`src/rtl/ysyx_23060337_ifu.sv`:
```
// Instruction fetch unit: owns the PC, issues one word fetch at a time on a
// valid/ready request channel, holds the returned word for decode, and
// handles redirects by discarding at most one stale in-flight response.
//
// Handshake rules:
//   - A channel transfer happens on a rising edge where valid and ready are
//     both 1.
//   - While valid is 1 and ready is 0, the producer holds valid and its
//     payload stable. The only exception is a redirect, which withdraws
//     the pending request or instruction.
//   - Memory returns exactly one resp_valid pulse per accepted request, in
//     order.
`timescale 1ns/1ps
module ysyx_23060337_ifu #(
  parameter logic [31:0] RESET_PC = 32'h8000_0000,
  parameter int          XLEN     = 32
) (
  input  logic            clk,
  input  logic            rst_n,
  output logic            req_valid,
  input  logic            req_ready,
  output logic [XLEN-1:0] req_addr,
  input  logic            resp_valid,
  input  logic [XLEN-1:0] resp_data,
  output logic            inst_valid,
  input  logic            inst_ready,
  output logic [XLEN-1:0] inst,
  output logic [XLEN-1:0] pc,
  input  logic            redirect_valid,
  input  logic [XLEN-1:0] redirect_pc,
  output logic            misalign
);

  typedef enum logic [1:0] {
    S_REQ  = 2'd0,
    S_WAIT = 2'd1,
    S_HOLD = 2'd2
  } state_t;

  state_t          state;
  logic [XLEN-1:0] fetch_pc;
  logic            drop;
  logic            req_fire;
  logic [XLEN-1:0] redirect_aligned;
  logic            redirect_misaligned;

  assign req_fire            = req_valid & req_ready;
  assign redirect_aligned    = {redirect_pc[XLEN-1:2], 2'b00};
  assign redirect_misaligned = (redirect_pc[1:0] != 2'b00);

  // Address is a pure function of the PC register, so it has no input path.
  assign req_addr = {fetch_pc[XLEN-1:2], 2'b00};

  // Fetch FSM. req_valid/inst_valid are registered copies of "next state is
  // REQ/HOLD", so both are 0 during reset. The first request therefore
  // appears on the first edge after reset is released.
  always_ff @(posedge clk or negedge rst_n) begin
    if (!rst_n) begin
      state      <= S_REQ;
      fetch_pc   <= RESET_PC;
      drop       <= 1'b0;
      inst       <= '0;
      pc         <= '0;
      req_valid  <= 1'b0;
      inst_valid <= 1'b0;
      misalign   <= 1'b0;
    end else begin
      misalign <= redirect_valid & redirect_misaligned;
      if (redirect_valid) begin
        fetch_pc <= redirect_aligned;
      end
      case (state)
        S_REQ: begin
          if (req_fire) begin
            // A redirect in the accept cycle leaves the old request in
            // flight, so its response must be thrown away.
            drop      <= redirect_valid;
            state     <= S_WAIT;
            req_valid <= 1'b0;
          end else begin
            req_valid <= 1'b1;
          end
        end
        S_WAIT: begin
          if (resp_valid) begin
            if (drop || redirect_valid) begin
              drop      <= 1'b0;
              state     <= S_REQ;
              req_valid <= 1'b1;
            end else begin
              inst       <= resp_data;
              pc         <= fetch_pc;
              state      <= S_HOLD;
              inst_valid <= 1'b1;
            end
          end else if (redirect_valid) begin
            // Further redirects keep drop set; only one response is pending.
            drop <= 1'b1;
          end
        end
        S_HOLD: begin
          if (redirect_valid) begin
            // Redirect target wins over sequential +4, even if consumed.
            state      <= S_REQ;
            inst_valid <= 1'b0;
            req_valid  <= 1'b1;
          end else if (inst_ready) begin
            fetch_pc   <= fetch_pc + XLEN'(4);
            state      <= S_REQ;
            inst_valid <= 1'b0;
            req_valid  <= 1'b1;
          end
        end
        default: begin
          state      <= S_REQ;
          req_valid  <= 1'b1;
          inst_valid <= 1'b0;
        end
      endcase
    end
  end

endmodule
```
`config.mk`:
```
export PLATFORM = sky130hd
export DESIGN_NAME = ysyx_23060337_ifu
export DESIGN_NICKNAME = d
export VERILOG_FILES = /design/src/rtl/ysyx_23060337_ifu.sv
export SDC_FILE = /design/constraint.sdc
export NUM_CORES = 1
export LEC_CHECK = 0
export CELL_PAD_IN_SITES_DETAIL_PLACEMENT = 1
export CELL_PAD_IN_SITES_GLOBAL_PLACEMENT = 1
export CORE_MARGIN = 2
export CORE_UTILIZATION = 37
export DETAILED_ROUTE_END_ITERATION = 10
export PLACE_DENSITY = 0.91
export RECOVER_POWER = 50
export SKIP_LAST_GASP = 1
export SYNTH_ARGS = -nofsm -noshare
export SYNTH_HDL_FRONTEND = slang
export SYNTH_SLANG_ARGS = --single-unit
```
`constraint.sdc`:
```
create_clock -name clk -period 3.1 [get_ports clk]
set_clock_uncertainty 0.1 [all_clocks]
set_input_delay 0.62 -clock clk [delete_from_list [all_inputs] [get_ports clk]]
set_output_delay 0.62 -clock clk [all_outputs]
set_load 0.02 [all_outputs]
```
Word level (Yosys, flattened, before mapping):

Cells that the tools add are included.

* div/mod/pow operators: 0
* reduce and logical (&&, ||, !) cells: 9
* multiply operators: 0
* shifts and indexed selects: 0
* bitwise operators: 4
* mux-type cells: 26
* order comparisons: 0
* add/sub/neg operators: 1
* equality and inequality tests: 9

Operators by type and width (number)
* 32-bit 2-to-1 mux: 4
* 32-bit by 3-bit adder with 32-bit output, second input constant: 1
* 1-bit 2-to-1 mux: 13
* 2-bit 2-to-1 mux: 5
* 3-bit != test, second input constant: 3
* 3-bit AND reduction: 3
* 2-bit != test, second input constant: 4
* 4-bit AND reduction: 2
* 1-bit one-hot mux with 3 select lines: 2
* 2-bit one-hot mux with 3 select lines: 1
* 2-bit nonzero test: 2
* 1-bit bitwise AND: 2
* 2-bit by 1-bit == test with 1-bit output, second input constant: 1
* 2-bit == test, second input constant: 1
* 2-bit zero test: 1
* 1-bit inverter: 2
* 1-bit one-hot mux with 2 select lines: 1
* 1-bit logical OR: 1

* logic and storage cells: 57
* output and inout port bits: 99
* latch bits: 0
* input port bits: 70
* memories kept: 0
* bits in writable memories: 0
* memory bits (read-only): 0
* flip-flop bits (word level): 102

Depth between registers and ports, before layout:

Gate-level depths: netlist (run 1).

* depth in word-level cells: 4
* gate-level depth with buffers: 7
* gate-level depth less buffers: 5

Worst setup path before layout (run 1):

No wires, ideal clock.

* path type: input to register
* start: input resp_valid
* end: register inst[0]
* data arrival time: 1.958 ns
* stages on the path: 5
* path buffers: 1
* slack: 0.917 ns
* setup time: 0.125 ns
* data required time: 2.875 ns
* cells stage by stage: nand3b_1 > or2_2 > nor2_1 > buf_2 > mux2_2

* word-level cells in the longest chain between the ends: 1

Ends and longest elaborated chain
* start: declaration: RTL line 23 `input logic resp_valid,`
* 3-bit AND reduction (no line)
* end signal: assignment: RTL line 91 `inst <= resp_data;`
* end: declaration: RTL line 27 `output logic [XLEN-1:0] inst,`

No other way between the ends.
A chain may end at the register's enable or synchronous reset.

Final worst setup path (run 1):

* start: input inst_ready
* end: register fetch_pc[31]

* word-level cells in the longest chain between the ends: 3

Ends and longest elaborated chain
* start: declaration: RTL line 26 `input logic inst_ready,`
* 32-bit 2-to-1 mux: RTL line 107 `end else if (inst_ready) begin`
* 32-bit 2-to-1 mux: RTL line 102 `if (redirect_valid) begin`
* 32-bit 2-to-1 mux: RTL line 72 `case (state)`
* end signal: assignment: RTL line 70 `fetch_pc <= redirect_aligned;`
* end signal: assignment: RTL line 108 `fetch_pc <= fetch_pc + XLEN'(4);`
* end: declaration: RTL line 41 `logic [XLEN-1:0] fetch_pc;`

No other way between the ends.

==> out/metrics.sh, run 1 <==
OUTCOME='complete, no violations'
YOSYS.AREA.TOP_TYPE_SHARE_PCT=53.2
WORST_SKEW_PAIR.LATE_LATENCY_NS=0.35
SETUP_TOTAL_NEGATIVE_SLACK_NS=0
INSERTED_DIODES=0
NUMBER_OF_REMAINING_DRC_ERRORS=0
FILLER_FREE_CELL_COUNT_OF_THE_FINISHED_DESIGN=719
AREA_DELTA_SYNTH_FINAL_PCT=41.5
HOLD_PATH.STARTPOINT='pc[17]'
CTS_TREE='done'
CTS_ROOT_BUF='sky130_fd_sc_hd__clkbuf_16'
TIMING.FINAL.CRIT_PERIOD_NS=2.63
ROUTED-VIA-COUNT=3675
POST_ROUTE_CELLS_DRIVE_ABOVE_1_SHARE_PCT=16.8
WORST-ENDPOINT-ARRIVAL_NS=2.80
YOSYSWARNINGCOUNT=0
SYNTH_AREA_LEADERS='sky130_fd_sc_hd__dfrtp_1 (53%), sky130_fd_sc_hd__mux2_2 (15%), sky130_fd_sc_hd__buf_4 (5.1%), sky130_fd_sc_hd__a31oi_1 (2.1%), sky130_fd_sc_hd__o21ai_0 (2.1%)'
FF2FF_PATH_DEPTH=5
HTREE_LEVELS=3
CELL_AREA_AFTER_TECHNOLOGY_MAPPING_UM2=4750
SYNTH_UNIQUE_CELLS=47
IO_BUFFER_COUNT=166
DETAILEDPLACE.WORSTSLACK_NS=0.184
POST_CTS_BUFFERS=0
RELSLEWSLACK_PCT=12.5
CLKSINKCOUNT=102
POWER_DENSITY_nW_PER_UM2=852
GRT_UTIL_ALL_LAYERS_PCT=19.6
FLOORPLAN.IO_PINS=169
POSTSYNTHCELLCOUNT=411
CRIT_TYPE='in2reg'
WORST_HOLD_PATH_CELLS=1
PERIOD_SHARE_PCT=85.0
CRITPATHCAPTURETYPE='register'
CLOCK_PATH_BUFFERS=2
FINALWORSTSETUPSLACK_NS=0.465
NUM-NETS-FINAL=613
P_LEAK_nW=2.71
DIEAREA_UM2=13800
WORST_SETUP_HOLD_PATH_CLK_SLEW_NS=0.07
POWER.IR.VDD_WORST_mV=0.409
PLACEABLECOREAREA_UM2=12600
HP-CLASS='reg2reg'
TIMING.HOLD.WORST_ENDPOINT='pc[17]'
GRT_ANTENNA_BEFORE_REPAIR=0
HOLD_VIOLATIONS=0
GRT_PASS1_VIAS=4077
CRITPATHLAUNCHTYPE='primary input'
INITIAL_UTILIZATION_PCT=37.8
WORST_EP_REQUIRED_TIME_NS=3.27
TIMING.FINAL.MAX_SLEW_VIOLATIONS=0
TIMING.RR.START='state[1]'
ROUTE.DETAILED.VIAS_PER_INST=5.11
AVGSYNTHCELLAREA_UM2=11.6
WORST_REG_TO_REG_SETUP_SLACK_NS=0.80
FP.DIEH_UM=117
POST-LAYOUT-TOTAL-POWER_mW=5.73
WL_UM=13100
RSZ0062_AT_GRT='false'
ANT_NETS=0
LARGEST_NET_DEGREE_AT_THE_START_OF_GLOBAL_ROUTING=53
WIRE_LENGTH_OF_THE_FIRST_GLOBAL_ROUTING_PASS_UM=21500
FMAXACHIEVABLE_GHz=0.380
TRITONCTS.NUM_BUFFERS=9
POST-PLACE-CELLS=703
REGTOREGENDPOINT='fetch_pc[31]'
YOSYSSEQAREASHARE_PCT=53.7
TIGHTEST_SLEW_NS=1.31
CRITICAL_PATH.MAX_FANOUT=17
TIMING.MAX_CAP.VIOLATIONS=0
SYNTH-SEQ-CELLS=102
DRT_ITER0_MARKERS=114
CTS_HOLD_BUF=0
SETUP_VIOLATIONS=0
DIE_X_UM=117
PLACE_HPWL_UM=9630
CTS.REPAIR.RESIZED=0
GR-TOTAL-OVERFLOW=0
FINAL.HOLD.WORST_SLACK_NS=0.402
POST_DRT_WL_PER_CELL_UM=18.2
DRT_PRE_ANTENNA_ITERS=4
SYNTH_TOP_AREA_CELL='sky130_fd_sc_hd__dfrtp_1'
PLACEMENTROWS=41
GLOBALPLACE.CONGESTION=0.793
## cells in the mapped netlist (all sizes together)
library cell	count
inv	4
buf	43
a211o	1
a2bb2oi	1
and3	4
or4	9
or3	8
dfrtp	101
o31ai	8
a31oi	16
nand4	8
conb	1
nand3	11
a21boi	1
nor4	2
nor4b	1
xnor2	7
a31o	1
xor2	4
nor2b	4
a21o	1
and3b	1
nand2b	1
mux2	65
a21oi	5
nor3	3
or2	1
o21a	1
nand3b	3
clkbuf	12
o22ai	1
ha	1
and4b	1
o21ai	20
nand2	21
dfstp	1
mux2i	1
and4	5
nand4b	1
nor2	24
o22a	1
and2	6
## critical path, cell delays in order
cell	delay, ns
sky130_fd_sc_hd__dlygate4sd3_1	0.66
sky130_fd_sc_hd__nand3b_4	0.12
sky130_fd_sc_hd__or4_1	0.53
sky130_fd_sc_hd__buf_4	0.20
sky130_fd_sc_hd__or4_1	0.47
sky130_fd_sc_hd__a31oi_1	0.19
## per-stage QoR
step	utilization, %	instance area, um^2
floorplan	-	4760
global placement	50.8	6380
detailed placement	50.8	6380
CTS	53.6	6730
global route	53.5	6720
finish	53.5	6720
## placed cells by master, fill, tap and decap left out, drive strengths merged, types with 7 or more instances in the layout
cell,n
clkbuf,16
xnor2,7
o31ai,8
nand3,11
or4,9
dlygate4sd3,31
nand2,21
clkdlybuf4s50,134
or3,8
a31oi,16
nor2,24
dfrtp,101
o21ai,20
mux2,65
nand4,8
## worst max path at each step
stage / from / depth (start not counted) / end
2_1_floorplan: resp_valid / 5 / inst[0]
3_3_place_gp: inst_ready / 6 / fetch_pc[27]
3_5_place_dp: inst_ready / 6 / fetch_pc[27]
4_1_cts: inst_ready / 6 / fetch_pc[31]
5_1_grt: inst_ready / 6 / fetch_pc[31]
6_report: inst_ready / 6 / fetch_pc[31]
## registers in the layout, indices dropped and copies added, names as in the netlist
register    count
state           2
req_valid       1
misalign        1
inst           32
inst_valid      1
pc             32
fetch_pc       32
drop            1
## cell families after synthesis
| group | share of synthesized area (%) |
|---|---|
| AOI/OAI and AO/OA | 7.35 |
| xor gates and xnor gates | 2.03 |
| adders and majority gates | 0.263 |
| buffers and inverters | 7.45 |
| DFF | 53.7 |
| muxes | 15.6 |
| other | 0.0789 |
| and+or+nand+nor | 13.5 |
## final cells by class
type	instances	area [um^2]
fillers	1320	5840
flip-flops and latches	102	2550
well taps	172	215
multi-input cells	251	1860
repair buffers	174	1730
inverters	4	15.0
clock buffers	13	260
clock inverters	3	90.1
## where the power goes
part | leakage (nW) | internal (mW) | switching, mW
clock | 0.170 | 0.835 | 0.491
sequential | 1.22 | 1.80 | 0.318
combinational | 1.32 | 1.20 | 1.09
total | 2.71 | 3.83 | 1.90
## metal layers
metal  GRT usage [%]  vias to the layer above  part of all wire [%]
li1                -                     1695                     -
met1            23.0                     1839                    41
met2            34.1                      121                    51
met3            5.89                       20                   6.5
met4            7.00                        0                   1.9
met5               0                        -                     0
Note: power is estimated with default switching activity, not from simulation.
==> run 2: changes to the inputs <==
--- a/config.mk
+++ b/config.mk
@@ -8,9 +8,9 @@
 export CELL_PAD_IN_SITES_DETAIL_PLACEMENT = 1
 export CELL_PAD_IN_SITES_GLOBAL_PLACEMENT = 1
 export CORE_MARGIN = 2
-export CORE_UTILIZATION = 37
+export CORE_UTILIZATION = 31
 export DETAILED_ROUTE_END_ITERATION = 10
-export PLACE_DENSITY = 0.91
+export PLACE_DENSITY = 0.82
 export RECOVER_POWER = 50
 export SKIP_LAST_GASP = 1
 export SYNTH_ARGS = -nofsm -noshare
==> constraint.sdc (replaced) <==
create_clock -name clk -period 2.1 [get_ports clk]
set_clock_uncertainty 0.1 [all_clocks]
set_input_delay 0.42 -clock clk [delete_from_list [all_inputs] [get_ports clk]]
set_output_delay 0.42 -clock clk [all_outputs]
set_load 0.02 [all_outputs]
==> out/metrics.sh, run 2 (same netlist as run 1, synthesis figures left out) <==
HTREE_LEVELS=3  # unchanged
FF2FF_PATH_DEPTH=5  # unchanged
WORST_SKEW_PAIR.LATE_LATENCY_NS=0.36  # was 0.35 ns
RSZ0062_AT_GRT='true'  # was false
SWITCH_PWR_mW=2.88  # was 1.90 mW
DRT_ITER0_MARKERS=153  # was 114
FMAXACHIEVABLE_GHz=0.485
RELSLEWSLACK_PCT=2.99  # was 12.5%
FINALWORSTSETUPSLACK_NS=0.0372  # was 0.465 ns
GLOBALPLACE.CONGESTION=0.803  # was 0.793
NUM-NETS-FINAL=645  # was 613
CP.BUFFERS_INVERTERS=2  # unchanged
WORST_EP_REQUIRED_TIME_NS=2.24  # was 3.27 ns
P_LEAK_nW=2.87  # was 2.71 nW
PLACEABLECOREAREA_UM2=15100  # was 12600 um^2
SETUP_VIOLATIONS=0  # unchanged
INITIAL_UTILIZATION_PCT=31.5  # was 37.8%
MOST-COMMON-LAYOUT-CELLS='sky130_fd_sc_hd__clkdlybuf4s50_1 (136), sky130_fd_sc_hd__dfrtp_1 (98), sky130_fd_sc_hd__mux2_2 (65)'  # was sky130_fd_sc_hd__clkdlybuf4s50_1 (134), sky130_fd_sc_hd__dfrtp_1 (101), sky130_fd_sc_hd__mux2_2 (65)
WL_UM=14000  # was 13100 um
WORST_SETUP_HOLD_PATH_CLK_SLEW_NS=0.07  # about the same
GRT_UTIL_ALL_LAYERS_PCT=17.1  # was 19.6%
FP.DIEH_UM=128  # was 117 um
WIRE_LENGTH_OF_THE_FIRST_GLOBAL_ROUTING_PASS_UM=21800  # was 21500 um
CLKSINKCOUNT=102  # unchanged
CTS_ROOT_BUF='sky130_fd_sc_hd__clkbuf_16'  # unchanged
CRIT_SLOWEST_CELL='sky130_fd_sc_hd__dlygate4sd3_1'  # unchanged
WORST-ENDPOINT-ARRIVAL_NS=2.20  # was 2.80 ns
PWR-SHARE-CLK_PCT=21.9  # was 23.1%
ANT_NETS=0  # unchanged
CTS_TREE='done'  # unchanged
INSERTED_DIODES=0  # unchanged
SWSHARE_PCT=34.0  # was 33.2%
DRT_PRE_ANTENNA_ITERS=4  # unchanged
TRITONCTS.NUM_BUFFERS=9  # unchanged
NUMBER_OF_REMAINING_DRC_ERRORS=0  # unchanged
LARGEST_NET_DEGREE_AT_THE_START_OF_GLOBAL_ROUTING=103  # was 53
ROUTE.DETAILED.VIAS_PER_INST=5.03  # was 5.11
SEQPWRFRAC_PCT=36.1  # was 36.9%
CLOCK_PATH_BUFFERS=2  # unchanged
INTPOWER_mW=5.59  # was 3.83 mW
PLACE_HPWL_UM=10000  # was 9630 um
FINAL_DESIGN_AREA_NO_FILL_UM2=6990  # was 6720 um^2
TIMING.FINAL.MAX_SLEW_VIOLATIONS=0  # unchanged
DIE_X_UM=128  # was 117 um
CRIT_TYPE='in2reg'  # unchanged
SLOWEST_DELAY_NS=0.59  # was 0.66 ns
CRITICAL_PATH.MAX_FANOUT=34  # was 17
GRT_PASS1_VIAS=4179  # was 4077
OUTCOME='complete, no violations'  # unchanged
GRT_ANTENNA_BEFORE_REPAIR=0  # unchanged
TIGHTEST_SLEW_NS=1.46  # was 1.31 ns
REG.LARGEST.LIST='fetch_pc x32, inst x32, pc x32'  # unchanged
CP_NUM_CELLS=6  # unchanged
POWER_DENSITY_nW_PER_UM2=1210  # was 852 nW/um^2
WORST_HOLD_PATH_CELLS=1  # unchanged
POST-LAYOUT-TOTAL-POWER_mW=8.47  # was 5.73 mW
ROUTED-VIA-COUNT=3859  # was 3675
TIMING.MAX_CAP.VIOLATIONS=0  # unchanged
POWER.IR.VDD_WORST_mV=0.514  # was 0.409 mV
AREA_DELTA_SYNTH_FINAL_PCT=47.2  # was 41.5%
COMBPWRFRAC_PCT=41.9  # was 39.9%
CRITPATHCAPTURETYPE='register'  # unchanged
POST_ROUTE_CELLS_DRIVE_ABOVE_1_SHARE_PCT=22.8  # was 16.8%
GR-TOTAL-OVERFLOW=0  # unchanged
TIMING.FINAL.CRIT_PERIOD_NS=2.06
PLACEMENT.CELL_AREA_UM2=6640  # was 6380 um^2
FLOORPLAN.IO_PINS=169  # unchanged
PLACEMENTROWS=45  # was 41
HP-CLASS='reg2reg'  # unchanged
DETAILEDPLACE.WORSTSLACK_NS=-0.537  # was 0.184 ns
DIEAREA_UM2=16300  # was 13800 um^2
LEADING_CELL_TYPE_IN_THE_LAYOUT_FILL_AND_TAPS_EXCLUDED='sky130_fd_sc_hd__clkdlybuf4s50_1'  # unchanged
CP_CELL_SEQUENCE='dlygate4sd3_1 > nand3b_1 > or2_2 > nor2_4 > buf_12 > mux2_2'  # was dlygate4sd3_1 > nand3b_4 > or4_1 > buf_4 > or4_1 > a31oi_1
HOLD_VIOLATIONS=0  # unchanged
POST_DRT_WL_PER_CELL_UM=18.3  # was 18.2 um
PERIOD_SHARE_PCT=98.2
IO_BUFFER_COUNT=166  # unchanged
CRITPATHLAUNCHTYPE='primary input'  # unchanged
TIMING.CRITICAL_PATH.MAX_DELAY_FAMILY='buffers and inverters'  # was simple AND/OR/NAND/NOR gates
-- run 2: cell count changes in the layout (fill, tap and decap cells not counted), sizes merged, moves of 2 or more --
| cell | before | now |
|---|---|---|
| clkinvlp | 0 | 2 |
| dlygate4sd3 | 31 | 25 |
| dlygate4sd2 | 0 | 2 |
| dlymetal6s2s | 0 | 2 |
| clkdlybuf4s50 | 134 | 136 |
| buf | 6 | 36 |
| clkinv | 0 | 2 |
-- run 2: final timing paths --
check | start | end | slack [ns]
max | resp_valid | inst[5] | 0.04
min | inst[11] | inst[11] | 0.40
max reg2reg | fetch_pc[4] | fetch_pc[31] | 0.06
min reg2reg | inst[11] | inst[11] | 0.40
max in group asynchronous | rst_n | state[1] | 0.47
min in group asynchronous | rst_n | inst[31] | 0.45
-- run 2: worst reg2reg max path, cell delays in order, from the launching register on --
cell	delay (ns)
sky130_fd_sc_hd__dfrtp_1	0.38
sky130_fd_sc_hd__nand4_2	0.12
sky130_fd_sc_hd__or4_4	0.57
sky130_fd_sc_hd__buf_6	0.16
sky130_fd_sc_hd__or4_1	0.46
sky130_fd_sc_hd__a31oi_1	0.17
-- run 2: per-layer routing --
metal / global-route usage [%] / up-vias / wire (um)
li1: - / 1761 / -
met1: 20.7 / 1987 / 6000
met2: 29.5 / 91 / 7200
met3: 3.42 / 20 / 558
met4: 7.63 / 0 / 294
met5: 0 / - / 0
-- run 2: area by class of cell --
class                      count  area, um^2
inverter                       4        15.0
clock buffer                  10         239
clock inverter                 6        85.1
tap                          188         235
fill                        1622        8100
sequential                   102        2560
timing repair buffer         206        1990
multi-input combinational    251        1870
-- run 2: what timing repair did --
action / CTS / global route
pin swaps: 0 / 3
hold buffers: 0 / 0
cloned: 0 / 1
setup endpoints to repair: 10 / 11
setup buffers: 0 / 3
resized for setup: 4 / 7
-- run 2: power by group through the flow --
stage	sequential, mW	combinational, mW	clock (mW)
2_1_floorplan	3.82	1.07	0
3_3_place_gp	3.04	3.55	0
3_5_place_dp	3.11	3.66	0
4_1_cts	3.09	3.67	1.91
5_1_grt	3.18	3.75	1.99
6_report	3.06	3.55	1.86
-- run 2: stage by stage --
step	utilization [%]	hold slack (ns)	std cells	TNS (ns)
after floorplan	-	0.0244	412	0
after global placement	44.0	0.382	747	-18.55
after detailed placement	44.0	0.395	747	-22.71
after CTS	46.1	0.0580	763	-0.00421
after global routing	46.4	0.417	767	-0.361
final	46.4	0.403	767	0
